--- src/rtl/wb_mem_arb.sv ---
// -----------------------------------------------------------------------------
// wb_mem_arb
// Two-master Wishbone arbiter in front of a single memory slave.
// m0 (CPU) and m1 (secondary master) compete for the slave. A tie in IDLE is
// broken round robin. Once a master is granted, it keeps the slave until one
// of three events occurs:
//   - a classic or end-of-burst acknowledge,
//   - the master aborts by dropping stb,
//   - the slave fails to acknowledge within TMO cycles.
// On a timeout the owner receives a synthetic acknowledge with all-ones read
// data, and the sticky tmo_o flag is set.
//
// Ports
//   clk_i, rst_i           clock, asynchronous active-high reset
//   mX_adr/dat/sel/we_i    master X request fields
//   mX_stb_i               master X request (also acts as cyc)
//   mX_cti_i               master X cycle type (000 classic, 010 burst, 111 end)
//   mX_ack_o               acknowledge to master X (owner only)
//   m_dat_o                read data broadcast to both masters
//   s_*_o                  request fields of the granted master toward the slave
//   s_ack_i, s_dat_i       slave acknowledge and read data
//   owner_o, busy_o        current grant (valid while busy_o) and GNT indicator
//   tmo_o, tmo_clr_i       sticky timeout flag and its synchronous clear
// -----------------------------------------------------------------------------
module wb_mem_arb #(
    parameter int AW  = 32,
    parameter int DW  = 32,
    parameter int TMO = 255
) (
    input  logic            clk_i,
    input  logic            rst_i,
    input  logic [AW-1:0]   m0_adr_i,
    input  logic [DW-1:0]   m0_dat_i,
    input  logic [DW/8-1:0] m0_sel_i,
    input  logic            m0_we_i,
    input  logic            m0_stb_i,
    input  logic [2:0]      m0_cti_i,
    output logic            m0_ack_o,
    input  logic [AW-1:0]   m1_adr_i,
    input  logic [DW-1:0]   m1_dat_i,
    input  logic [DW/8-1:0] m1_sel_i,
    input  logic            m1_we_i,
    input  logic            m1_stb_i,
    input  logic [2:0]      m1_cti_i,
    output logic            m1_ack_o,
    output logic [DW-1:0]   m_dat_o,
    output logic [AW-1:0]   s_adr_o,
    output logic [DW-1:0]   s_dat_o,
    output logic [DW/8-1:0] s_sel_o,
    output logic            s_we_o,
    output logic [2:0]      s_cti_o,
    output logic            s_stb_o,
    input  logic            s_ack_i,
    input  logic [DW-1:0]   s_dat_i,
    output logic            owner_o,
    output logic            busy_o,
    output logic            tmo_o,
    input  logic            tmo_clr_i
);

    typedef enum logic {
        IDLE = 1'b0,
        GNT  = 1'b1
    } state_t;

    // Count value at which the slave is declared dead.
    localparam logic [7:0] TMO_LAST = 8'(TMO - 1);
    localparam logic [2:0] CTI_INCR = 3'b010;

    state_t     state_q, state_d;
    logic       owner_q, owner_d;
    logic       last_q,  last_d;
    logic [7:0] cnt_q,   cnt_d;
    logic       tmo_q,   tmo_d;

    logic       busy;
    logic       sel_m1;
    logic       own_stb;
    logic [2:0] own_cti;
    logic       tmo_hit;
    logic       rel;

    // NOTE: state registers use non-blocking assignments so that every flop
    // samples the values from before the edge, regardless of statement order.
    always_ff @(posedge clk_i or posedge rst_i) begin
        if (rst_i) begin
            state_q <= IDLE;
            owner_q <= 1'b0;
            last_q  <= 1'b1;   // m0 wins the first tie
            cnt_q   <= 8'd0;
            tmo_q   <= 1'b0;
        end else begin
            state_q <= state_d;
            owner_q <= owner_d;
            last_q  <= last_d;
            cnt_q   <= cnt_d;
            tmo_q   <= tmo_d;
        end
    end

    // NOTE: every signal driven here gets a default first, so no path through
    // the block can leave a value unassigned and infer a latch.
    always_comb begin
        state_d  = state_q;
        owner_d  = owner_q;
        last_d   = last_q;
        cnt_d    = 8'd0;
        tmo_d    = tmo_q;

        busy     = (state_q == GNT);
        // The slave-side mux follows m0 whenever the bus is idle.
        sel_m1   = busy & owner_q;
        own_stb  = owner_q ? m1_stb_i : m0_stb_i;
        own_cti  = owner_q ? m1_cti_i : m0_cti_i;
        tmo_hit  = busy && (cnt_q == TMO_LAST);
        rel      = (s_ack_i && (own_cti != CTI_INCR)) || !own_stb || tmo_hit;

        s_adr_o  = sel_m1 ? m1_adr_i : m0_adr_i;
        s_dat_o  = sel_m1 ? m1_dat_i : m0_dat_i;
        s_sel_o  = sel_m1 ? m1_sel_i : m0_sel_i;
        s_we_o   = sel_m1 ? m1_we_i  : m0_we_i;
        s_cti_o  = sel_m1 ? m1_cti_i : m0_cti_i;
        s_stb_o  = busy & own_stb & ~tmo_hit;
        // A timeout completes the owner's cycle with a synthetic ack.
        m0_ack_o = busy & ~owner_q & (s_ack_i | tmo_hit);
        m1_ack_o = busy &  owner_q & (s_ack_i | tmo_hit);
        m_dat_o  = tmo_hit ? {DW{1'b1}} : s_dat_i;
        busy_o   = busy;
        owner_o  = owner_q;
        tmo_o    = tmo_q;

        // Set has priority over clear.
        if (tmo_hit) begin
            tmo_d = 1'b1;
        end else if (tmo_clr_i) begin
            tmo_d = 1'b0;
        end

        unique case (state_q)
            IDLE: begin
                if (m0_stb_i || m1_stb_i) begin
                    // Tie: grant whoever was not granted last time.
                    owner_d = (m0_stb_i && m1_stb_i) ? ~last_q : m1_stb_i;
                    last_d  = owner_d;
                    state_d = GNT;
                end
            end
            GNT: begin
                if (rel) begin
                    state_d = IDLE;
                end else if (!s_ack_i) begin
                    cnt_d = cnt_q + 8'd1;
                end
            end
            default: state_d = IDLE;
        endcase
    end

endmodule

--- config.mk ---
export PLATFORM = sky130hd
export DESIGN_NAME = wb_mem_arb
export DESIGN_NICKNAME = d
export VERILOG_FILES = /design/src/rtl/wb_mem_arb.sv
export SDC_FILE = /design/constraint.sdc
export NUM_CORES = 1
export LEC_CHECK = 0
export ABC_CLOCK_PERIOD_IN_PS = 1920
export BUFFER_PORTS_ARGS = -buffer_cell sky130_fd_sc_hd__buf_4
export CORE_AREA = 8 8 106 108
export DETAILED_ROUTE_END_ITERATION = 6
export DIE_AREA = 0 0 114 116
export SETUP_SLACK_MARGIN = 0.05
export SLEW_MARGIN = 25
export SYNTH_ARGS = -nofsm -noshare
export SYNTH_HDL_FRONTEND = slang
export SYNTH_SLANG_ARGS = --single-unit
--- constraint.sdc ---
create_clock -name clk_i -period 1.92 [get_ports clk_i]
set_input_delay 0.384 -clock clk_i [delete_from_list [all_inputs] [get_ports clk_i]]
set_output_delay 0.384 -clock clk_i [all_outputs]
set_load 0.03 [all_outputs]
# After elaboration in Yosys (flattened, before gate mapping)
# Index checks and enable logic that the tools add are counted.
# Widths: inputs -> output; s select.
[word_totals]
inputBits = 182
ff_bits = 12
[op_classes]
reduce_logical = 9
bitwise_logic = 11
eq_ne = 2
mux = 17
n_addsub = 1
[op_table]
columns = ["operator", "n"]
rows = [
  ["$mux 32", 3],
  ["$mux 8", 3],
  ["$add 8x1->8 const B", 1],
  ["$eq 8x8->1 const B", 1],
  ["$mux 1", 7],
  ["$and 1x1->1", 6],
  ["$mux 3", 2],
  ["$mux 4", 1],
  ["$not 1->1", 4],
  ["$logic_and 1x1->1", 3],
  ["$logic_or 1x1->1", 3],
  ["$ne 3x2->1 const B", 1],
  ["$pmux 1 s2", 1],
  ["$reduce_and 2->1", 1],
  ["$reduce_bool 2->1", 1],
  ["$logic_not 1->1", 1],
  ["$or 1x1->1", 1],
]

# Depth between registers and ports, before layout
# Gate-level depths: netlist (run 1).
[depth]
depth_word = 7
mapped_depth = 6
ltp_nobuf = 5

# Worst setup path after synthesis (run 1)
# Ideal clock, no wire load.
[synth_timing]
path_type = "register to output"
start = "register state_q, in the netlist busy_o"
end = "output port m0_ack_o"
path_stages_with_launch = 6
path_buffers = 2
arrival_time_ns = 1.700
path_slack_ns = -0.164
cell_sequence = "dfrtp_1 buf_6 and3_1 nand3_2 buf_2 a21oi_1"
[synth_via]
elab_chain_len = 3
word_cells_on_any_way = 4
classes_between = "bitwise (3); reduce/logical (1)"
[synth_lines]
columns = ["element", "line", "source"]
rows = [
  ["start, declared", "70", "state_t state_q, state_d;"],
  ["start signal, assigned", "93", "state_q <= state_d;"],
  ["$logic_and 1x1->1", "115", "tmo_hit = busy && (cnt_q == TMO_LAST);"],
  ["$or 1x1->1", "125", "m0_ack_o = busy & ~owner_q & (s_ack_i | tmo_hit);"],
  ["$and 1x1->1 *", "125", ""],
  ["end, declared", "38", "output logic m0_ack_o,"],
]
# Every way passes the cells marked *; elsewhere a longest branch is shown, timed or not.

# Worst setup path after layout (run 1)
[layout_timing]
start = "register cnt_q[0]"
end = "output port m_dat_o[7]"
[layout_via]
elab_chain_len = 3
[layout_lines]
columns = ["element", "line", "source"]
rows = [
  ["start, declared", "73", "logic [7:0] cnt_q, cnt_d;"],
  ["start signal, assigned", "96", "cnt_q <= cnt_d;"],
  ["$eq 8x8->1", "115", ""],
  ["$logic_and 1x1->1", "115", ""],
  ["$mux 32", "127", "m_dat_o = tmo_hit ? {DW{1'b1}} : s_dat_i;"],
  ["end, declared", "46", "output logic [DW-1:0] m_dat_o,"],
]
# No other way between the ends.

==> impl_metrics.env, run 1 <==
export IMPL_die_w_um=114
export IMPL_clkTransAtPathRegs_ps=50
export IMPL_arrival_ps=1590
export IMPL_cts_root_buf="clkbuf_8"
export IMPL_p_per_area_nw_per_um2=1110
export IMPL_fin_crit_ps=1980
export IMPL_cts_path_max_buffers=2
export IMPL_p_int_w=0.00330
export IMPL_num_antenna_cells=0
export IMPL_slew_headroom_pct=67.9
export IMPL_initial_core_util_pct=18.2
export IMPL_dr_pass1_iters=4
export IMPL_fmax_mhz=505
export IMPL_rsz0062_at_grt="true"
export IMPL_clkPwrFrac_pct=4.7
export IMPL_drtIter0Drc=205
export IMPL_detail_route_antenna_nets=0
export IMPL_cpLargestDelayFamily="simple AND/OR/NAND/NOR gates"
export IMPL_clkSinkCount=12
export IMPL_rows=36
export IMPL_syn_avg_cell_area_um2=9.48
export IMPL_clock_skew_ps=0.359
export IMPL_ir_drop_mv=0.683
export IMPL_cpMaxStageDelayCell="dfrtp_1"
export IMPL_crit_cells=7
export IMPL_netlist_instances=183
export IMPL_p_sw_share_pct=44.2
export IMPL_grt_total_usage_pct=18.5
export IMPL_dp_hpwl_mm=11.1
export IMPL_cp_start_kind="flop"
export IMPL_numCtsBuffers=3
export IMPL_ys_seq_area_share_pct=17.4
export IMPL_clock_latency_ps=240
export IMPL_synth_seq_cells=12
export IMPL_hold_ws_ps=166
export IMPL_path_class="flop to primary output"
export IMPL_max_cap_violations=0
export IMPL_cp_required_ps=1540
export IMPL_hold_violations=0
export IMPL_pin_count=292
export IMPL_synthesis_area_um2=1730
export IMPL_cts_htree_levels=1
export IMPL_outcome="complete, but fails checks"
export IMPL_ys_warn_count=0
export IMPL_cp_buffers_inverters=3
export IMPL_core_um2=9550
export IMPL_failed_checks="setup timing"
export IMPL_r2r_cells=5
export IMPL_crit_path_end_kind="primary output"
export IMPL_cpPeakStageDelay_ps=370
export IMPL_cp_max_fo=16
export IMPL_synth_top_area_share_pct=47.4
export IMPL_synthTopCellsByArea="mux2_2, dfrtp_1, nand2b_1"
export IMPL_routabilityCongestion=0.886
export IMPL_tightest_slew_ps=481
export IMPL_ys_async_sr_fraction_pct=100
export IMPL_synth_edf_count=0
export IMPL_setup_viol=38
export IMPL_fin_ws_ps=-58.5
export IMPL_netSwitchingPower_w=0.00261
export IMPL_syn_to_final_growth_pct=208
export IMPL_hold_class="input port to asynchronous set/reset pin"
export IMPL_synth_common_cells="mux2_2, nand2b_1, buf_2, dfrtp_1, nor3_1"
export IMPL_ys_dominant_reg_cell="dfrtp_1"
export IMPL_portBuffers=291
export IMPL_antenna_found_initial=0
export IMPL_nets=681
export IMPL_worstPathCellList="inv_1, ha_2, and3_4, nand3_4, buf_12, nand2b_1, buf_6"
export IMPL_synth_cell_types=32
export IMPL_vias_per_cell=4.35
export IMPL_fin_crit_sh_pct=103
export IMPL_grt_pass1_vias=2921
export IMPL_grt_pass1_wl_mm=18.4
export IMPL_drc_errors=0
export IMPL_syn_nets=367
export IMPL_wl_per_cell_um=23.1
export IMPL_p_leak_nw=2.91
export IMPL_yosys_area_top_type="mux2_2"
export IMPL_combPwrFrac_pct=89.7
export IMPL_power_frac_seq_pct=5.6
export IMPL_setup_tns_ps=-1180
export IMPL_grt_start_max_net_pins=19
export IMPL_drive_gt1_share_pct=84.1
export IMPL_cts_tree="built"
export IMPL_gr_total_overflow=0
export IMPL_synth_most_common_cell="mux2_2"
export IMPL_die_area_um2=13200
export IMPL_drv_slew=0
export IMPL_drt_wl_total_mm=14.5
export IMPL_vias=2734
export IMPL_die_h_um=116
==> power by group through the flow <==
stage	Clock, W	Combinational [W]	Sequential [W]
5_1_grt	0.000293	0.00550	0.000335
4_1_cts	0.000282	0.00454	0.000329
2_1_floorplan	0	0.00213	0.000379
3_3_place_gp	0	0.00361	0.000337
6_report	0.000276	0.00530	0.000330
3_5_place_dp	0	0.00362	0.000339
==> routing by layer <==
| layer | vias up | global-route usage (%) | part of all wire [%] | wire length (um) |
|---|---|---|---|---|
| met5 | - | 0 | 0 | 0 |
| met4 | 0 | 4.44 | 1.4 | 204 |
| met3 | 12 | 10.3 | 12 | 1820 |
| met2 | 164 | 30.4 | 48 | 7040 |
| met1 | 1268 | 20.3 | 38 | 5490 |
| li1 | 1290 | - | - | - |
==> cell families after synthesis <==
logic type                 share of synthesized area (%)
muxes                                               47.4
and+or+nand+nor                                     21.6
buffers and inverters                               4.91
AOI/OAI and AO/OA                                   5.70
DFF                                                 17.4
xor gates and xnor gates                            1.52
adders and majority gates                           1.44
==> layout by cell type (no fill, tap or decap), types with 2 or more instances in the layout <==
cell type  instances
buf_16             4
a21oi_1            3
clkbuf_16          6
buf_6            107
nand3_1            4
buf_8              5
dfrtp_1           11
mux2_4            72
buf_4            194
o21ai_0            4
nor3_1             6
nand2_1            2
buf_12             5
xor2_1             2
clkbuf_8           4
nand2b_1          29
inv_1              4
a21oi_4            2
nand2b_4           6
==> state kept, by name (all words and copies together), names as in the netlist <==
name and flops:
cnt_q 8, owner_o 1, tmo_o 1, busy_o 1
last_q 1
==> final timing paths <==
| check | endpoint | slack (ps) | start |
|---|---|---|---|
| setup / recovery | m_dat_o[7] | -60 | cnt_q[0] |
| hold / removal | cnt_q[3] | 170 | rst_i |
| setup reg to reg | busy_o | 430 | busy_o |
| min in group clk_i | tmo_o | 340 | tmo_clr_i |
| max in group asynchronous | last_q | 1410 | rst_i |
| hold reg to reg | last_q | 490 | last_q |
==> per-stage QoR <==
| stage | area (um2) | instances | setup slack, ps | util (%) | total power, W |
|---|---|---|---|---|---|
| after floorplan | 1740 | 183 | 10.4 | - | 0.00251 |
| after global placement | 4150 | 605 | 161 | 43.4 | 0.00395 |
| after detailed placement | 4150 | 605 | 115 | 43.4 | 0.00396 |
| after CTS | 4890 | 621 | -71.2 | 51.2 | 0.00515 |
| after global routing | 5350 | 629 | -152 | 56.0 | 0.00613 |
| final | 5350 | 629 | -58.5 | 56.0 | 0.00591 |
==> area by class of cell <==
class                      instances  area (um2)
inverter                           5        18.8
tap                              133         166
sequential                        12         302
fill                             823        4200
timing repair buffer             321        3100
clock buffer                       4        55.1
multi-input combinational        154        1710
==> worst reg2reg max path, stage by stage (launching register included) <==
cell and delay (ps):
dfrtp_1 410, buf_4 160, and3_4 180, and3_1 200, buf_4 170, o32ai_2 260
==> what timing repair did <==
action                                  4_1_cts  5_1_grt
cloned                                        4        7
setup buffers                                 8        1
pin swaps                                     3        1
hold buffers                                  0        0
gates resized for setup                     135       69
endpoints found under the setup margin      104      107
Power figures use the tool's default switching activity.
==> run 2, diff against run 1 <==
--- a/config.mk
+++ b/config.mk
@@ -15,3 +15,4 @@
 export SYNTH_ARGS = -nofsm -noshare
 export SYNTH_HDL_FRONTEND = slang
 export SYNTH_SLANG_ARGS = --single-unit
+export TNS_END_PERCENT = 20
==> run 2 against run 1 <==
Compared with the run above: the flow still finishes with violations (setup timing); final cell count decreased by 1.7%; sequential power is 5% higher; cell area decreased by 11%; clock-buffer cell count unchanged; power decreased by 18%; critical path depth stayed put.
==> impl_metrics.env, run 2 (synthesis gave the netlist of run 1 again) <==
export IMPL_grt_start_max_net_pins=36
export IMPL_pin_count=292
export IMPL_core_um2=9550
export IMPL_numCtsBuffers=3
export IMPL_grt_pass1_wl_mm=17.1
export IMPL_syn_to_final_growth_pct=175
export IMPL_drv_slew=0
export IMPL_routabilityCongestion=0.886
export IMPL_cp_max_fo=16
export IMPL_dr_pass1_iters=4
export IMPL_vias_per_cell=4.23
export IMPL_dpl_cell_area_um2=4150
export IMPL_die_h_um=116
export IMPL_detail_route_antenna_nets=0
export IMPL_arrival_ps=1600
export IMPL_outcome="complete, but fails checks"
export IMPL_portBuffers=291
export IMPL_grt_total_usage_pct=17.1
export IMPL_clkTransAtPathRegs_ps=50
export IMPL_cp_start_kind="flop"
export IMPL_cp_required_ps=1540
export IMPL_clock_skew_ps=0.359
export IMPL_path_class="flop to primary output"
export IMPL_vias=2612
export IMPL_die_w_um=114
export IMPL_fin_ws_ps=-61.5
export IMPL_clkSinkCount=12
export IMPL_wl_per_cell_um=21.3
export IMPL_p_per_area_nw_per_um2=1010
export IMPL_fmax_mhz=505
export IMPL_pre_cts_slack_ps=115
export IMPL_design_area_um2=4770
export IMPL_cts_htree_levels=1
export IMPL_max_cap_violations=0
export IMPL_fin_crit_sh_pct=103
export IMPL_antenna_found_initial=0
export IMPL_drt_wl_total_mm=13.1
export IMPL_rows=36
export IMPL_slew_headroom_pct=68.0
export IMPL_setup_viol=71
export IMPL_initial_core_util_pct=18.2
export IMPL_power_w=0.00484
export IMPL_cts_tree="built"
export IMPL_hold_violations=0
export IMPL_mostFrequentLayoutCell="buf_4"
export IMPL_cts_hold_buf=0
export IMPL_rsz0062_at_grt="true"
export IMPL_num_fill_cells=898
export IMPL_largest_register_ffs=8
export IMPL_failed_checks="setup timing"
export IMPL_hold_class="input port to asynchronous set/reset pin"
export IMPL_crit_path_end_kind="primary output"
export IMPL_clock_latency_ps=240
export IMPL_fin_crit_ps=1980
export IMPL_num_antenna_cells=0
export IMPL_final_cell_mix="buf_4, buf_6, mux2_2"
export IMPL_largest_register="cnt_q"
export IMPL_cts_root_buf="clkbuf_8"
export IMPL_nets=670
export IMPL_grt_pass1_vias=2772
export IMPL_drc_errors=0
export IMPL_dp_hpwl_mm=11.1
export IMPL_die_area_um2=13200
export IMPL_tightest_slew_ps=480
export IMPL_drive_gt1_share_pct=84.1
export IMPL_cts_path_max_buffers=2
export IMPL_p_leak_nw=2.46
export IMPL_drtIter0Drc=164
export IMPL_gr_total_overflow=0
export IMPL_ir_drop_mv=0.632
-- run 2: cell count changes in the layout (fill, tap and decap cells not counted), moves of 2 or more --
| cell | change |
|---|---|
| buf_12 | -2 |
| buf_16 | -2 |
| buf_4 | +39 |
| buf_6 | -39 |
| buf_8 | -4 |
| clkbuf_16 | -3 |
| dfrtp_1 | -2 |
| dfrtp_2 | +2 |
| mux2_2 | +58 |
| mux2_4 | -58 |
-- run 2: metrics by stage --
stage                     util, %  cells  hold slack, ps  setup TNS (ps)
after floorplan                 -    183             248               0
after global placement       43.4    605             434               0
after detailed placement     43.4    605             441               0
after CTS                    46.7    613             183           -2610
after global routing         49.9    618             218           -7040
final                        49.9    618             165           -2030
-- run 2: repair_timing --
| item | in CTS | in global routing |
|---|---|---|
| pin swaps | 4 | 1 |
| gates resized for setup | 56 | 45 |
| buffers inserted | 3 | 2 |
| setup endpoints to repair | 104 | 107 |
| hold endpoints to repair | 0 | 0 |
| gates cloned | 1 | 3 |
-- run 2: worst max-delay path, cell delays in order, from the launching register on --
cell and delay, ps:
dfrtp_1 370, inv_1 70, ha_2 170, and3_4 190
nand3_4 130, buf_12 190, nand2b_1 100, buf_6 140
-- run 2: final cells by class --
| cell class | count | area [um2] | share of cell area [%] |
|---|---|---|---|
| flip-flops and latches | 12 | 304 | 6.38 |
| multi-input cells | 154 | 1500 | 31.5 |
| repair buffers | 310 | 2720 | 57.1 |
| well taps | 133 | 166 | 3.49 |
| inverters | 5 | 18.8 | 0.394 |
| clock buffers | 4 | 55.1 | 1.16 |
-- run 2: path summary, 6_finish.rpt --
path,start,end,slack (ps),depth (start not counted)
min,rst_i,cnt_q[3],170,2
max,cnt_q[0],m_dat_o[27],-60,7
min reg2reg,last_q,last_q,490,2
max in group asynchronous,rst_i,owner_o,1400,2
max reg2reg,busy_o,busy_o,400,5
min in group clk_i,tmo_clr_i,tmo_o,340,2
-- run 2: per-layer routing --
metal  part of all wire (%)  global-route usage [%]  vias up
met2                     48                    28.2      168
met5                      0                       0        -
met1                     35                    18.6     1174
met4                    1.2                    3.64        0
met3                     16                    10.2        8
li1                       -                       -     1262
-- run 2: power by group --
part / internal, W / switching (W)
registers: 0.000302 / 0.0000456
clock network: 0.000181 / 0.0000951
logic: 0.00204 / 0.00217
